===== src/rtl/fetch_pkg.sv =====
// Shared encodings and state type for the instruction-fetch stage.
// No logic beyond the PC write-enable decode helper.
// No flow control of its own.
package fetch_pkg;

    localparam logic [1:0] PCWE_HOLD   = 2'd0;
    localparam logic [1:0] PCWE_ALWAYS = 2'd1;
    localparam logic [1:0] PCWE_ZERO   = 2'd2;

    localparam logic [1:0] PCSRC_INC = 2'd0;
    localparam logic [1:0] PCSRC_BR  = 2'd1;
    localparam logic [1:0] PCSRC_JR  = 2'd2;
    localparam logic [1:0] PCSRC_J   = 2'd3;

    typedef enum logic [1:0] {
        S_IDLE,
        S_REQ,
        S_FLUSH,
        S_VALID
    } fetch_state_t;

    // Encoding 3 is reserved and behaves exactly like hold.
    function automatic logic pc_write_en(input logic [1:0] pc_we, input logic alu_zero);
        case (pc_we)
            PCWE_HOLD:   return 1'b0;
            PCWE_ALWAYS: return 1'b1;
            PCWE_ZERO:   return alu_zero;
            default:     return 1'b0;
        endcase
    endfunction

endpackage


===== src/rtl/fetch_unit_if.sv =====
// Instruction-memory read port: request/address out, ready/data back.
// Memory answers combinationally in the cycle it raises imem_ready.
// Requester holds imem_req/imem_addr stable until imem_ready.
interface fetch_unit_if;

    logic        imem_req;
    logic [31:0] imem_addr;
    logic        imem_ready;
    logic [31:0] imem_rdata;

    modport master (
        output imem_req,
        output imem_addr,
        input  imem_ready,
        input  imem_rdata
    );

    modport slave (
        input  imem_req,
        input  imem_addr,
        output imem_ready,
        output imem_rdata
    );

endinterface


===== src/rtl/fetch_next_pc.sv =====
// Next-PC selection, JR alignment force and JR misalignment detect.
// Purely combinational, zero latency.
// No flow control.
module fetch_next_pc
    import fetch_pkg::*;
(
    input  logic [1:0]  pc_src,
    input  logic [31:0] pc_plus4,
    input  logic [31:0] branch_target,
    input  logic [31:0] rs_data,
    input  logic [25:0] jump_index,
    output logic [31:0] next_pc,
    output logic        jr_misalign
);

    always_comb begin
        next_pc = pc_plus4;
        case (pc_src)
            PCSRC_INC: next_pc = pc_plus4;
            PCSRC_BR:  next_pc = branch_target;
            PCSRC_JR:  next_pc = {rs_data[31:2], 2'b00};
            PCSRC_J:   next_pc = {pc_plus4[31:28], jump_index, 2'b00};
        endcase
    end

    assign jr_misalign = (pc_src == PCSRC_JR) && (rs_data[1:0] != 2'b00);

endmodule


===== src/rtl/fetch_unit.sv =====
// PC/IR owner with one-word prefetch buffer; FETCH_STATS_EN adds fetch/redirect counters.
// imem_ready at cycle N gives fetch_valid at N+1; commit-to-next-valid is 2 cycles at zero wait.
// Waits on imem_ready indefinitely; controller must hold ir_we until fetch_valid.
module fetch_unit
    import fetch_pkg::*;
#(
    parameter logic [31:0] RESET_PC = 32'h0000_0000
) (
    input  logic               clk,
    input  logic               rst_n,
    input  logic [1:0]         pc_we,
    input  logic [1:0]         pc_src,
    input  logic               ir_we,
    input  logic               alu_zero,
    input  logic [31:0]        branch_target,
    input  logic [31:0]        rs_data,
    fetch_unit_if.master       imem,
    output logic [31:0]        pc,
    output logic [31:0]        pc_plus4,
    output logic [31:0]        instruction,
    output logic               fetch_valid,
    output logic               misalign
`ifdef FETCH_STATS_EN
    ,
    output logic [31:0]        fetch_count,
    output logic [31:0]        redirect_count
`endif
);

    fetch_state_t state_q, state_d;
    logic [31:0]  buf_q;
    logic [31:0]  addr_q;
    logic [31:0]  next_pc;
    logic         jr_misalign;
    logic         commit;
    logic         pc_write;
    logic         capture;

    assign fetch_valid = (state_q == S_VALID);
    assign commit      = ir_we && fetch_valid;
    // An ir_we that cannot commit also suppresses the PC write it came with.
    assign pc_write    = pc_write_en(pc_we, alu_zero) && (commit || !ir_we);
    assign pc_plus4    = pc + 32'd4;

    fetch_next_pc u_next_pc (
        .pc_src        (pc_src),
        .pc_plus4      (pc_plus4),
        .branch_target (branch_target),
        .rs_data       (rs_data),
        .jump_index    (instruction[25:0]),
        .next_pc       (next_pc),
        .jr_misalign   (jr_misalign)
    );

    always_comb begin
        state_d        = state_q;
        capture        = 1'b0;
        imem.imem_req  = 1'b0;
        imem.imem_addr = {pc[31:2], 2'b00};
        case (state_q)
            S_IDLE: state_d = S_REQ;
            S_REQ: begin
                imem.imem_req = 1'b1;
                if (imem.imem_ready) begin
                    capture = !pc_write;
                    state_d = pc_write ? S_REQ : S_VALID;
                end else if (pc_write) begin
                    state_d = S_FLUSH;
                end
            end
            // Old request must still complete on the bus before re-requesting.
            S_FLUSH: begin
                imem.imem_req  = 1'b1;
                imem.imem_addr = addr_q;
                if (imem.imem_ready) begin
                    state_d = S_REQ;
                end
            end
            S_VALID: begin
                if (commit || pc_write) begin
                    state_d = S_REQ;
                end
            end
            default: state_d = S_IDLE;
        endcase
    end

    always_ff @(posedge clk or negedge rst_n) begin
        if (!rst_n) begin
            state_q     <= S_IDLE;
            pc          <= RESET_PC;
            instruction <= 32'h0;
            buf_q       <= 32'h0;
            addr_q      <= 32'h0;
            misalign    <= 1'b0;
        end else begin
            state_q <= state_d;
            if (pc_write) begin
                pc <= next_pc;
            end
            if (commit) begin
                instruction <= buf_q;
            end
            if (capture) begin
                buf_q <= imem.imem_rdata;
            end
            if (state_q == S_REQ) begin
                addr_q <= {pc[31:2], 2'b00};
            end
            if (pc_write && jr_misalign) begin
                misalign <= 1'b1;
            end
        end
    end

`ifdef FETCH_STATS_EN
    always_ff @(posedge clk or negedge rst_n) begin
        if (!rst_n) begin
            fetch_count    <= 32'h0;
            redirect_count <= 32'h0;
        end else begin
            if (commit) begin
                fetch_count <= fetch_count + 32'd1;
            end
            if (pc_write && !(commit && pc_src == PCSRC_INC)) begin
                redirect_count <= redirect_count + 32'd1;
            end
        end
    end
`endif

endmodule


===== src/flat_wrapper.sv =====
// flat-port wrapper written by rule: the top's interface ports become plain ports
module fetch_unit_flat import fetch_pkg::*;
#(
    parameter logic [31:0] RESET_PC = 32'h0000_0000
)
  (clk, rst_n, pc_we, pc_src, ir_we, alu_zero, branch_target, rs_data, pc, pc_plus4, instruction, fetch_valid, misalign, imem_imem_req, imem_imem_addr, imem_imem_ready, imem_imem_rdata);
  fetch_unit_if imem_i ();
  input  logic clk;
  input  logic rst_n;
  input  logic [1:0] pc_we;
  input  logic [1:0] pc_src;
  input  logic ir_we;
  input  logic alu_zero;
  input  logic [31:0] branch_target;
  input  logic [31:0] rs_data;
  output logic [31:0] pc;
  output logic [31:0] pc_plus4;
  output logic [31:0] instruction;
  output logic fetch_valid;
  output logic misalign;
  output wire logic [$bits(imem_i.imem_req)-1:0] imem_imem_req;
  output wire logic [$bits(imem_i.imem_addr)-1:0] imem_imem_addr;
  input wire logic [$bits(imem_i.imem_ready)-1:0] imem_imem_ready;
  input wire logic [$bits(imem_i.imem_rdata)-1:0] imem_imem_rdata;
  assign imem_imem_req = imem_i.imem_req;
  assign imem_imem_addr = imem_i.imem_addr;
  assign imem_i.imem_ready = imem_imem_ready;
  assign imem_i.imem_rdata = imem_imem_rdata;
  fetch_unit #(.RESET_PC(RESET_PC)) u_core (.clk(clk), .rst_n(rst_n), .pc_we(pc_we), .pc_src(pc_src), .ir_we(ir_we), .alu_zero(alu_zero), .branch_target(branch_target), .rs_data(rs_data), .imem(imem_i), .pc(pc), .pc_plus4(pc_plus4), .instruction(instruction), .fetch_valid(fetch_valid), .misalign(misalign));
endmodule

===== config.mk =====
export PLATFORM = sky130hd
export DESIGN_NAME = fetch_unit_flat
export DESIGN_NICKNAME = d
export VERILOG_FILES = /design/src/rtl/fetch_pkg.sv /design/src/rtl/fetch_unit_if.sv /design/src/rtl/fetch_next_pc.sv /design/src/rtl/fetch_unit.sv /design/src/flat_wrapper.sv
export SDC_FILE = /design/constraint.sdc
export NUM_CORES = 1
export LEC_CHECK = 0
export CAP_MARGIN = 20
export CORE_MARGIN = 3
export CORE_UTILIZATION = 40
export DETAILED_ROUTE_END_ITERATION = 6
export GPL_TIMING_DRIVEN = 0
export PLACE_DENSITY = 0.72
export SLEW_MARGIN = 20
export SYNTH_ARGS = -nofsm -noshare
export SYNTH_HDL_FRONTEND = slang
export SYNTH_SLANG_ARGS = --single-unit

===== constraint.sdc =====
create_clock -name clk -period 2.45 [get_ports clk]
set_clock_uncertainty 0.15 [all_clocks]
set_input_delay 0.245 -clock clk [delete_from_list [all_inputs] [get_ports clk]]
set_output_delay 0.245 -clock clk [all_outputs]
set_load 0.02 [all_outputs]

==> results.md <==
* Status: finished with violations
* Failing checks: design-rule violations, negative setup slack
* Total power at around 0.014 W
* Starting density of the core at 41.5%
* Synth Register Bits at ~130
* Worst VDD drop at 0.664 mV
* Final min period at roughly 2700 ps
* Clock transition at path regs at 60 ps
* Die H at 138 um
* WP data arrival at 2280 ps
* Detailed Route Iter0 Violations at 457
* Hold Path Class: in -> async
* Syn_area_per_cell at approximately 12 um2
* Gpl congestion at just over 0.9
* Post-synthesis instance total at 604
* Critical path fanouts, max at 6
* Family with the most delay on the worst path: simple AND/OR/NAND/NOR gates
* Actual slew at the worst max-slew pin at about 790 ps
* Highest-delay cell along the critical path: or3_4
* Root buffer cell: clkbuf_16
* Most frequent CP cell: buf_6
* Share of synthesized registers carrying an async set or reset at 100%
* Post-Syn Area at approximately 0.007 mm2
* Yosys cell types at 56
* Flop pwr share at between 20% and 30%
* Die area at around 0.019 mm2
* Initial antenna violation count at 2
* Net switching power at between 0.005 and 0.006 W
* Clk pwr share at roughly 17%
* Final WS setup at -226 ps
* GRT Util Overall at ~24%
* Post-synth top area share at a little under half
* Core area at 0.0169 mm2
* Bufs on Longest Clock Path at 2
* Primary FF master, synth: dfrtp_1
* Largest net degree at the start of global routing at 73
* Clock Latency Late Sink at roughly 420 ps
* Crit. End Element: primary output
* Internal power at between 0.008 and 0.009 W
* Worst path cell trace: buf_6 > nand3_4 > or3_4 > nor3_4 > and3_4 > xor2_2 > buf_6
* Synth area leader: dfrtp_1
* Drt pass-1 iters at 7
* Pwr per Cell Area at between 1000 and 1500 mW/mm2
* Number of clock sinks at 129
* Vias at a little over 6000
* DP HPWL at about 17 mm
* Vias per cell at approximately 5.4
* Most frequent cells after synthesis: mux2_2 (132), dfrtp_1 (129), nand2_1 (39), o21ai_0 (31), clkbuf_1 (22)
* Top cells by area, synth: dfrtp_1 (46%), mux2_2 (21%), xor2_1 (2.3%), o21ai_0 (2.2%), nand2_1 (2.1%)
* Sw Share at between 30 and 40%
* H-tree depth at 4
* Vias in the first global route at 6425
* Total negative slack at -2060 ps
* # rows at 47
* Final antenna-violating net count at 0
* Slew Viols, Final at 0
* Critical Path Source: u_core.pc[2]
* Die X at between 100 and 150 um
* Final Cycle Share at 109%
* Comb pwr share at approximately 53%
* CTS buffer count at 17
* Critical Path Start Type: register
* Ports at around 240
* Area grow syn2layout at 54.9%
* Static Leak at 4.82 nW
* Final WL at around 24 mm
* Pre-CTS WS at -724 ps
* First-pass GRT wire length at 36.8 mm
* CP max stage delay at between 400 and 500 ps
* Count leader, synth: mux2_2
* Buf+Inv Stages, Crit Path at 2
* Final nets at about 1000
* Final Hold Vio Count at 0
* Number of synthesized flops with an enable pin at 0
* Total grt overflow at 0
* Synth warnings at 0
* TritonCTS clock tree: yes
* IO Port Bufs at between 200 and 250
* Layout cell share with drive strength beyond 1 at a little under two fifths
* R2R setup slack at roughly 100 ps
* Worst Path Required at 2060 ps
* DRC Markers at 3
* Max_slew headroom at 47.6%
* Crit path kind: reg -> out
* Maximum Capacitance Violations at 0
* Max Freq at approximately 370 MHz
* Unrepaired setup endpoints after global routing: yes
* Sequential area share after synthesis at roughly 46%
* Worst r2r src: u_core.state_q[1]
* Setup violators final at 16
* Drt wl/cell at around 21 um
kinds of logic after synthesis:
| kind of cell | synth area share, % |
|---|---|
| AND/OR/NAND/NOR | 9.72 |
| adder cells (fa/ha/maj) | 1.07 |
| multiplexers | 24.8 |
| flip-flops | 46.1 |
| buffers and inverters | 4.22 |
| XOR/XNOR | 3.50 |
| other | 0.0536 |
| AO/OA/AOI/OAI | 10.6 |
final cells by class:
class / count / area, um2
multi-input cells: 412 / 3780
flip-flops and latches: 129 / 3240
well taps: 220 / 275
clock buffers: 18 / 439
clock inverters: 14 / 106
inverters: 7 / 26.3
repair buffers: 282 / 2640
diodes: 2 / 5.00
fillers: 1290 / 6030
plain buffers: 53 / 338
metrics by stage:
| step | instance area [um2] | cells | hold slack (ps) | utilization [%] |
|---|---|---|---|---|
| after CTS | 10600 | 1113 | 236 | 62.9 |
| after floorplan | 7000 | 605 | -201 | - |
| after global routing | 10800 | 1137 | 255 | 64.3 |
| after global placement | 9600 | 1057 | 315 | 56.9 |
| after detailed placement | 9630 | 1058 | 96.0 | 57.1 |
| final | 10800 | 1137 | 221 | 64.3 |
power by group through the flow:
stage / clock network (W) / logic (W) / registers (W)
finish: 0.00233 / 0.00716 / 0.00406
global route: 0.00247 / 0.00758 / 0.00420
CTS: 0.00237 / 0.00703 / 0.00403
detailed placement: 0 / 0.00692 / 0.00402
global placement: 0 / 0.00681 / 0.00395
floorplan: 0 / 0.00330 / 0.00443
flip-flops by register name (all words and copies together) (netlist names):
signal and cells:
u_core.misalign 1, u_core.addr_q 30, u_core.buf_q 32, u_core.state_q 2
u_core.instruction 32, u_core.pc 32
worst reg2reg max path, stage by stage, from the launching register on:
cell and delay (ps):
dfrtp_1 440, ha_1 250, nor2b_1 80, or3_1 350, clkbuf_1 160, nand3_2 200, buf_4 250, mux2_2 360
metal layers:
layer  part of all wire, %  vias up  GRT usage (%)
met3                   7.6       55           7.49
met2                    49      278           39.6
met4                   3.3        0           9.78
li1                      -     2799              -
met5                     0        -              0
met1                    41     3052           30.3
placed cells by master (no fill, tap or decap), types with 6 or more instances in the layout:
cell type / n
clkdlybuf4s50_1: 174
mux2_2: 132
dfrtp_1: 121
buf_4: 68
nand2_1: 36
o21ai_0: 31
dlygate4sd2_1: 20
nor2_1: 18
clkbuf_16: 18
a21oi_1: 17
clkbuf_2: 16
clkbuf_1: 15
buf_6: 14
xor2_1: 14
a22o_1: 14
buf_2: 13
o2bb2ai_1: 10
mux2i_1: 10
dfrtp_2: 8
nand3_1: 7
clkinvlp_4: 7
inv_1: 6
nor2b_1: 6
mux4_2: 6
path summary, 6_finish.rpt:
check                           cells after the start                to
worst max-delay path                                7      pc_plus4[27]
worst min-delay path                                2  u_core.buf_q[20]
worst max register to register                      7   u_core.buf_q[9]
worst min register to register                      1   u_core.misalign
max in group asynchronous                           3      u_core.pc[3]
min in group clk                                    4      u_core.pc[2]
repair_timing:
item,in CTS,in global routing
setup buffers,24,24
gates resized for setup,240,52
hold buffers,1,0
hold endpoints to repair,71,0
endpoints found under the setup margin,106,53
pin swaps,16,13
gates cloned,0,1
Power figures use the tool's default switching activity.
